**src/rtl/muldiv_if.sv**
```systemverilog
// muldiv_if: request/result bundle between the CPU datapath and muldiv_unit.
// master drives the request, slave (the unit) drives status and results.
interface muldiv_if #(
    parameter int XLEN = 32
);
    logic            start;
    logic [1:0]      op;
    logic [XLEN-1:0] inData1;
    logic [XLEN-1:0] inData2;
    logic            busy;
    logic            done;
    logic [XLEN-1:0] hi;
    logic [XLEN-1:0] lo;
    logic            divZero;

    modport master (
        output start, op, inData1, inData2,
        input  busy, done, hi, lo, divZero
    );

    modport slave (
        input  start, op, inData1, inData2,
        output busy, done, hi, lo, divZero
    );
endinterface

```
**src/rtl/muldiv_unit.sv**
```systemverilog
// muldiv_unit: iterative 32-bit MULT/MULTU/DIV/DIVU feeding HILO.
// Optional MULDIV_EARLY_OUT_EN ends multiplies once the multiplier is spent.
module muldiv_unit #(
    parameter int XLEN = 32
) (
    input logic      CLK,
    input logic      Reset,
    muldiv_if.slave  bus
);
    localparam int CW = $clog2(XLEN);

    typedef enum logic [1:0] {IDLE, CALC, DONE} state_t;

    state_t            state_q;
    logic [CW-1:0]     cnt_q;
    logic              is_div_q;
    logic              neg_q;
    logic              rneg_q;
    logic [2*XLEN-1:0] acc_q;
    logic [2*XLEN-1:0] mcand_q;
    logic [XLEN-1:0]   mplier_q;
    logic [XLEN-1:0]   rem_q;
    logic              busy_q;
    logic              done_q;
    logic              divz_q;
    logic [XLEN-1:0]   hi_q;
    logic [XLEN-1:0]   lo_q;

    logic              a_neg;
    logic              b_neg;
    logic [XLEN-1:0]   a_mag;
    logic [XLEN-1:0]   b_mag;
    logic [2*XLEN-1:0] acc_n;
    logic [XLEN:0]     shl;
    logic              ge;
    logic [XLEN-1:0]   rem_n;
    logic [XLEN-1:0]   quo_n;
    logic [2*XLEN-1:0] prod_f;
    logic [XLEN-1:0]   quo_f;
    logic [XLEN-1:0]   rem_f;
    logic              mul_exit;
    logic              finish;

    // Operand magnitudes, one iteration step and the signed result fix-up.
    always_comb begin
        a_neg  = bus.op[0] & bus.inData1[XLEN-1];
        b_neg  = bus.op[0] & bus.inData2[XLEN-1];
        a_mag  = a_neg ? -bus.inData1 : bus.inData1;
        b_mag  = b_neg ? -bus.inData2 : bus.inData2;
        acc_n  = mplier_q[0] ? acc_q + mcand_q : acc_q;
        // 33-bit partial remainder; the true difference always fits 32 bits.
        shl    = {rem_q, mplier_q[XLEN-1]};
        ge     = shl >= {1'b0, mcand_q[XLEN-1:0]};
        rem_n  = ge ? shl[XLEN-1:0] - mcand_q[XLEN-1:0] : shl[XLEN-1:0];
        quo_n  = {mplier_q[XLEN-2:0], ge};
        prod_f = neg_q ? -acc_n : acc_n;
        quo_f  = neg_q ? -quo_n : quo_n;
        rem_f  = rneg_q ? -rem_n : rem_n;
`ifdef MULDIV_EARLY_OUT_EN
        mul_exit = (mplier_q[XLEN-1:1] == '0);
`else
        mul_exit = 1'b0;
`endif
        finish = (cnt_q == CW'(XLEN - 1)) | (~is_div_q & mul_exit);
    end

    // Control FSM with registered status and result outputs.
    always_ff @(posedge CLK or negedge Reset) begin
        if (!Reset) begin
            state_q  <= IDLE;
            cnt_q    <= '0;
            is_div_q <= 1'b0;
            neg_q    <= 1'b0;
            rneg_q   <= 1'b0;
            acc_q    <= '0;
            mcand_q  <= '0;
            mplier_q <= '0;
            rem_q    <= '0;
            busy_q   <= 1'b0;
            done_q   <= 1'b0;
            divz_q   <= 1'b0;
            hi_q     <= '0;
            lo_q     <= '0;
        end else begin
            unique case (state_q)
                IDLE: begin
                    if (bus.start) begin
                        cnt_q    <= '0;
                        is_div_q <= bus.op[1];
                        neg_q    <= a_neg ^ b_neg;
                        rneg_q   <= a_neg;
                        acc_q    <= '0;
                        rem_q    <= '0;
                        mcand_q  <= {{XLEN{1'b0}}, bus.op[1] ? b_mag : a_mag};
                        mplier_q <= bus.op[1] ? a_mag : b_mag;
                        busy_q   <= 1'b1;
                        if (bus.op[1] && bus.inData2 == '0) begin
                            hi_q    <= bus.inData1;
                            lo_q    <= '1;
                            divz_q  <= 1'b1;
                            done_q  <= 1'b1;
                            state_q <= DONE;
                        end else begin
                            divz_q  <= 1'b0;
                            state_q <= CALC;
                        end
                    end
                end
                CALC: begin
                    cnt_q <= cnt_q + 1'b1;
                    if (is_div_q) begin
                        rem_q    <= rem_n;
                        mplier_q <= quo_n;
                    end else begin
                        acc_q    <= acc_n;
                        mcand_q  <= mcand_q << 1;
                        mplier_q <= mplier_q >> 1;
                    end
                    if (finish) begin
                        if (is_div_q) begin
                            hi_q <= rem_f;
                            lo_q <= quo_f;
                        end else begin
                            hi_q <= prod_f[2*XLEN-1:XLEN];
                            lo_q <= prod_f[XLEN-1:0];
                        end
                        done_q  <= 1'b1;
                        state_q <= DONE;
                    end
                end
                DONE: begin
                    done_q  <= 1'b0;
                    busy_q  <= 1'b0;
                    state_q <= IDLE;
                end
                default: state_q <= IDLE;
            endcase
        end
    end

    assign bus.busy    = busy_q;
    assign bus.done    = done_q;
    assign bus.hi      = hi_q;
    assign bus.lo      = lo_q;
    assign bus.divZero = divz_q;
endmodule
```
**src/flat_wrapper.sv**
```systemverilog
// flat-port wrapper written by rule: the top's interface ports become plain ports
module muldiv_unit_flat 
#(
    parameter int XLEN = 32
)
  (CLK, Reset, bus_start, bus_op, bus_inData1, bus_inData2, bus_busy, bus_done, bus_hi, bus_lo, bus_divZero);
  muldiv_if #(.XLEN(XLEN)) bus_i ();
  input logic CLK;
  input logic Reset;
  input wire logic [$bits(bus_i.start)-1:0] bus_start;
  input wire logic [$bits(bus_i.op)-1:0] bus_op;
  input wire logic [$bits(bus_i.inData1)-1:0] bus_inData1;
  input wire logic [$bits(bus_i.inData2)-1:0] bus_inData2;
  output wire logic [$bits(bus_i.busy)-1:0] bus_busy;
  output wire logic [$bits(bus_i.done)-1:0] bus_done;
  output wire logic [$bits(bus_i.hi)-1:0] bus_hi;
  output wire logic [$bits(bus_i.lo)-1:0] bus_lo;
  output wire logic [$bits(bus_i.divZero)-1:0] bus_divZero;
  assign bus_i.start = bus_start;
  assign bus_i.op = bus_op;
  assign bus_i.inData1 = bus_inData1;
  assign bus_i.inData2 = bus_inData2;
  assign bus_busy = bus_i.busy;
  assign bus_done = bus_i.done;
  assign bus_hi = bus_i.hi;
  assign bus_lo = bus_i.lo;
  assign bus_divZero = bus_i.divZero;
  muldiv_unit #(.XLEN(XLEN)) u_core (.CLK(CLK), .Reset(Reset), .bus(bus_i));
endmodule
```
**config.mk**
```make
export PLATFORM = sky130hd
export DESIGN_NAME = muldiv_unit_flat
export DESIGN_NICKNAME = d
export VERILOG_FILES = /design/src/rtl/muldiv_if.sv /design/src/rtl/muldiv_unit.sv /design/src/flat_wrapper.sv
export SDC_FILE = /design/constraint.sdc
export NUM_CORES = 1
export LEC_CHECK = 0
export BUFFER_PORTS_ARGS = -buffer_cell sky130_fd_sc_hd__buf_4
export CORE_ASPECT_RATIO = 1.4
export CORE_MARGIN = 8
export CORE_UTILIZATION = 35
export CTS_CLUSTER_SIZE = 24
export DETAILED_ROUTE_END_ITERATION = 7
export PLACE_DENSITY = 0.51
export SYNTH_ARGS = -nofsm -noshare
export SYNTH_HDL_FRONTEND = slang
export SYNTH_SLANG_ARGS = --single-unit
export TNS_END_PERCENT = 1
```
**constraint.sdc**
```tcl
create_clock -name CLK -period 6.9 [get_ports CLK]
set_input_delay 0.345 -clock CLK [delete_from_list [all_inputs] [get_ports CLK]]
set_output_delay 0.345 -clock CLK [all_outputs]
set_load 0.01 [all_outputs]
```
== Word-level counts from Yosys, hierarchy flattened ==
Index checks and enable logic that the tools add are counted.
Operators by class
  $add $sub $neg: 8
  $lt $le $gt $ge: 1
  eq/ne operators: 8
  mux-type cells: 44
  bitwise gates (word level): 3
  reduce and logical (&&, ||, !) cells: 14
Operators with widths (count)
  32-bit 2-to-1 mux: 19
  64-bit 2-to-1 mux: 6
  32-bit one-hot mux with 2 select lines: 4
  64-bit one-hot mux with 2 select lines: 2
  32-bit negator: 4
  64-bit adder: 1
  64-bit negator: 1
  33-bit by 32-bit greater-or-equal comparator with 1-bit output: 1
  32-bit zero test: 1
  32-bit subtractor: 1
  5-bit one-hot mux with 2 select lines: 1
  2-bit AND reduction: 4
  4-bit AND reduction: 2
  2-bit 2-to-1 mux: 3
  2-bit by 1-bit != test with 1-bit output (second input constant): 3
  3-bit AND reduction: 2
  5-bit by 1-bit adder with 5-bit output (second input constant): 1
  5-bit == test (second input constant): 1
  1-bit 2-to-1 mux: 5
  5-bit 2-to-1 mux: 1
  2-bit != test (second input constant): 2
  2-bit one-hot mux with 2 select lines: 1
  2-bit nonzero test: 2
  1-bit one-hot mux with 3 select lines: 1
  8 further kinds: 9
Storage, ports and cells
  bits in registers: 269
  bits of input ports: 69
  output and inout bits: 67
  word-level logic and storage cells: 92

== Longest topological paths before layout ==
  depth after elaboration: 7
  mapped depth: 25
  depth with buffers taken out: 20

== Worst setup path before layout ==
Ideal clock, no wire load.
  path kind: register -> register
  start: register u_core.rem_q[19]
  end: register u_core.lo_q[28] (netlist: u_core.bus.lo[28])
  setup time: 0.135 ns
  data arrival time: 5.262 ns
  path slack: 1.503 ns
  stages on the path, launching flop included: 25
  buffers on the path: 5
  clock period less this slack: 5.397 ns
  cell sequence: dfrtp_1 > ha_1 > clkbuf_1 > a21o_1 > a31o_2 > a211oi_1 > o211ai_1 > or2_1 > buf_6 > inv_2 > clkbuf_1 > clkbuf_1 > clkbuf_1 > ha_1 > nand2_1 > nor2_1 > nand2_1 > or3_1 > or3_1 > nor4_1 > nand2_1 > nor3_1 > o22ai_1 > a2111oi_0 > o21ai_0
Between the ends
  cells in the longest elaborated chain, start to end: 6
RTL lines
  start: declaration: RTL line muldiv_unit.sv:22  | logic [XLEN-1:0] rem_q;
  start signal: assignment: RTL line muldiv_unit.sv:112  | rem_q <= rem_n;
  33-bit by 32-bit greater-or-equal comparator with 1-bit output: RTL line muldiv_unit.sv:53  | ge = shl >= {1'b0, mcand_q[XLEN-1:0]};
  32-bit negator: RTL line muldiv_unit.sv:57  | quo_f = neg_q ? -quo_n : quo_n;
  32-bit 2-to-1 mux: RTL line muldiv_unit.sv:57
  32-bit 2-to-1 mux: RTL line muldiv_unit.sv:120  | if (is_div_q) begin
  32-bit 2-to-1 mux: RTL line muldiv_unit.sv:119  | if (finish) begin
  32-bit one-hot mux with 2 select lines: RTL line muldiv_unit.sv:85  | unique case (state_q)
  end signal: assignment: RTL line muldiv_unit.sv:122  | lo_q <= quo_f;
  end signal: assignment: RTL line muldiv_unit.sv:125  | lo_q <= prod_f[XLEN-1:0];
  end: declaration: RTL line muldiv_unit.sv:27  | logic [XLEN-1:0] lo_q;
Every way passes these cells. The select of a mux whose other input is x is not followed.
A chain may end at the register's enable or synchronous reset.

== Worst setup path in the final report ==
  start: register u_core.mcand_q[0]
  end: register u_core.hi_q[2] (netlist: u_core.bus.hi[2])
Between the ends
  cells in the longest elaborated chain, start to end: 7
  elaborated cells on any way between the ends: 12
RTL lines
  start: declaration: RTL line muldiv_unit.sv:20  | logic [2*XLEN-1:0] mcand_q;
  start signal: assignment: RTL line muldiv_unit.sv:94  | mcand_q <= {{XLEN{1'b0}}, bus.op[1] ? b_mag : a_mag};
  start signal: assignment: RTL line muldiv_unit.sv:116  | mcand_q <= mcand_q << 1;
  64-bit adder, or another cell as far along: RTL line muldiv_unit.sv:50  | acc_n = mplier_q[0] ? acc_q + mcand_q : acc_q;
  64-bit 2-to-1 mux / 32-bit 2-to-1 mux (equally long branches): RTL line muldiv_unit.sv:50, muldiv_unit.sv:54
  64-bit negator / 32-bit negator (equally long branches): RTL line muldiv_unit.sv:56, muldiv_unit.sv:58
  64-bit 2-to-1 mux / 32-bit 2-to-1 mux (equally long branches): RTL line muldiv_unit.sv:56, muldiv_unit.sv:58
  32-bit 2-to-1 mux (*): RTL line muldiv_unit.sv:120
  32-bit 2-to-1 mux (*): RTL line muldiv_unit.sv:119
  32-bit one-hot mux with 2 select lines (*): RTL line muldiv_unit.sv:85
  end signal: assignment: RTL line muldiv_unit.sv:98  | hi_q <= bus.inData1;
  end signal: assignment: RTL line muldiv_unit.sv:121  | hi_q <= rem_f;
  end signal: assignment: RTL line muldiv_unit.sv:124  | hi_q <= prod_f[2*XLEN-1:XLEN];
  end: declaration: RTL line muldiv_unit.sv:26  | logic [XLEN-1:0] hi_q;
Every way passes the cells marked *; elsewhere a longest branch is shown, timed or not. The select of a mux whose other input is x is not followed.

==> run summary <==
critical path type - reg2reg
antenna violations before repair - 9
vias post-DR - 26600
Mean Syn Cell Area - 7.62 µm²
max incr delay on CP - 0.85 ns
first-pass GRT wire length - 176 mm
post-synthesis simple-gate area fraction - 22.5%
Setup TNS Final - 0 ns
Worst R2R Start - u_core.mcand_q[0]
Hold Path End - u_core.neg_q
DIE WIDTH - 241 µm
CP max-delay cell - a222oi_1
final setup vio count - 0
Hold Vio Cnt, Final - 0
Final Max Slew Viols - 0
number of remaining DRC errors - 0
RSZ-0062 raised after global routing - no
PD cells - 644 mW/mm²
IO Port Bufs - 135
Worst VDD drop - 0.000221 V
flop2flop setup slack - 0.94 ns
terminus of the critical flop-to-flop path - u_core.bus.hi[2]
f_max - 168 MHz
Synthesized Nets - 3423
min Tclk post-route - 5.96 ns
Hold Crit Start - bus_op[0]
WP data arrival - 6.35 ns
Clock Latency Late Sink - 0.57 ns
area leader, netlist - dfrtp_1
Tightest Pin Transition - 1.45 ns
largest fanout on the critical path - 7
critical path launch point type - flip-flop
status - complete, no violations
CP Cell Sequence - ha_1 > inv_1 > fa_1 > nand2b_1 > a21oi_2 > o21a_1 > o21a_1 > o221ai_1 > or4_1 > or4_4 > nor4_4 > a41o_2 > xor2_1 > a222oi_1 > o21ai_0
layout cells sized above 1 - 9.98%
fin nets - 3432
Post-Syn Area - 0.0248 mm²
dpl hpwl - 95.4 mm
CTS max path bufs - 3
post-route core utilization - 39.6%
most common library cells after synthesis - nand2_1 (442), o21ai_0 (308), a21oi_1 (275), dfrtp_1 (269), nor2_1 (256)
WL/cell - 28.7 µm
DR pass1 iterations - 6
Worst path most repeated cell - o21a_1
Top Ports - 136
Yosys cell types - 109
Top delay family on crit path - compound AO/OA/AOI/OAI gates
Main synth FF type - dfrtp_1
Tcrit/Tclk final - 86.4%
overall power - 17.9 mW
sequential area share after synthesis - 27.2%
post-synthesis adder-cell area fraction - 5.31%
Hold Slack - 0.112 ns
Synth top area share - 27.2%
maxcap violations - 0
largest family of logic cells by synthesized area - compound AO/OA/AOI/OAI gates
TritonCTS clock tree - done
CTS Buf Count - 36
drt total wl - 121 mm
Static Leak - 11.7 nW
die height - 331 µm
asr flop ratio synth - 100%
Critical Path RT - 7.29 ns
endpoint kind of the worst setup timing path - flip-flop
ANT nets after route - 0
vias per cell - 6.30
vias in the first global route - 25800
core area - 0.0702 mm²
starting density of the core - 35.3%
clk_skew - 0.0262 ns
P&R area growth vs syn - 12.4%
Row Count - 115
EDFF count, synth - 0
multiplexer share of the synthesized area - 4.35%
drt initial violations - 2746
clock sinks - 269
top cells by area, synth - dfrtp_1 (27%), nand2_1 (6.7%), o21ai_0 (6.2%)
cells on worst reg2reg path - 15
Slew HR - 2.39%
H-Tree Depth - 2
post-synthesis register bit count - 269
yosys warns - 0
clock root buffer - clkbuf_16
Worst-path clk slew - 0.06 ns
count leader, synth - nand2_1
number of buffers and inverters on the critical path - 1
Resize count post-CTS - 0
worst hold stages - 3
gr ovfl total - 0
GRT Total Usage - 29.7%
XOR/XNOR share of the synthesized area - 6.29%
Hold Path Class - in2reg
Die ar. - 0.0797 mm²
largest net degree at the start of global routing - 105
Synth Area in Compound Gates - 29.5%
cells after synthesis - 3250
GP Congestion - 1.07
-- registers in the layout (all words and copies together) (netlist names) --
signal              cells
u_core.acc_q           64
u_core.bus.busy         1
u_core.bus.divZero      1
u_core.bus.done         1
u_core.bus.hi          32
u_core.bus.lo          32
u_core.cnt_q            5
u_core.is_div_q         1
u_core.mcand_q         64
u_core.mplier_q        32
u_core.neg_q            1
u_core.rem_q           32
u_core.rneg_q           1
u_core.state_q          2
-- area by class of cell --
| class | count | area (µm²) |
|---|---|---|
| timing repair buffer | 181 | 1380 |
| inverter | 88 | 330 |
| tap | 936 | 1170 |
| multi-input combinational | 2683 | 16900 |
| antenna | 2 | 5.00 |
| clock inverter | 23 | 334 |
| sequential | 269 | 6740 |
| fill | 7422 | 42400 |
| clock buffer | 43 | 1000 |
-- cell families after synthesis --
logic type      count (synthesis)
simple gates                 1161
compound gates               1134
buf+inv                       298
flops                         269
xor+xnor                      178
mux                           106
fa+ha+maj                     104
-- cells in the final DEF, fill, tap and decap left out, drive strengths merged, types with 21 or more instances in the layout --
cell,n
xnor2,95
o31ai,49
nor3,84
or3,41
xor2,83
nand2,442
nand2b,32
and2,36
o21ai,316
o211ai,28
a21o,42
o22ai,25
a211oi,69
inv,87
dfrtp,269
ha,102
a22o,56
or4,21
nor4,29
buf,180
o21a,21
and3,25
clkbuf,43
nor2,256
a31oi,63
mux2i,95
a21oi,277
nand4,51
nand3,52
-- repair_timing --
item                      CTS  global route
buffers inserted            0             0
hold buffers                1             0
hold endpoints to repair   89             0
-- worst register-to-register path, stage by stage (launching register included) --
cell      delay (ns)
dfrtp_1         0.39
ha_1            0.22
inv_1           0.07
fa_1            0.39
nand2b_1        0.21
a21oi_2         0.35
o21a_1          0.28
o21a_1          0.16
o221ai_1        0.30
or4_1           0.77
or4_4           0.56
nor4_4          0.63
a41o_2          0.33
xor2_1          0.14
a222oi_1        0.85
o21ai_0         0.15
-- metrics by stage --
step	cells	worst slack (ns)	area [µm²]
after floorplan	3250	1.50	24800
after global placement	4156	1.14	26500
after detailed placement	4156	1.16	26500
after CTS	4223	1.12	27800
after global routing	4223	0.531	27800
final	4225	0.941	27800
-- layer usage --
metal | share of wire (%) | GRT usage [%] | vias to the layer above | wire length (µm)
met1 | 38 | 33.7 | 13000 | 45600
met5 | 0.023 | 0 | - | 28
met4 | 8.7 | 21.5 | 4 | 10600
met3 | 6.8 | 5.43 | 346 | 8240
li1 | - | - | 12000 | -
met2 | 47 | 49.5 | 1216 | 56800
-- worst max path at each step --
stage	depth (start not counted)	slack, ns	end	start
finish	15	0.94	u_core.bus.hi[2]	u_core.mcand_q[0]
global route	20	0.53	u_core.bus.hi[30]	u_core.mcand_q[23]
CTS	15	1.12	u_core.bus.hi[2]	u_core.mcand_q[0]
detailed placement	15	1.16	u_core.bus.hi[2]	u_core.mcand_q[0]
global placement	15	1.14	u_core.bus.hi[2]	u_core.mcand_q[0]
floorplan	24	1.50	u_core.bus.lo[28]	u_core.rem_q[19]
-- power breakdown --
part	switching, mW	total [mW]	internal (mW)	leakage [nW]
Clock	0.840	2.18	1.34	0.656
Sequential	0.967	3.23	2.26	3.42
Combinational	8.47	12.5	4.05	7.63
(Power assumes the default switching activity.)
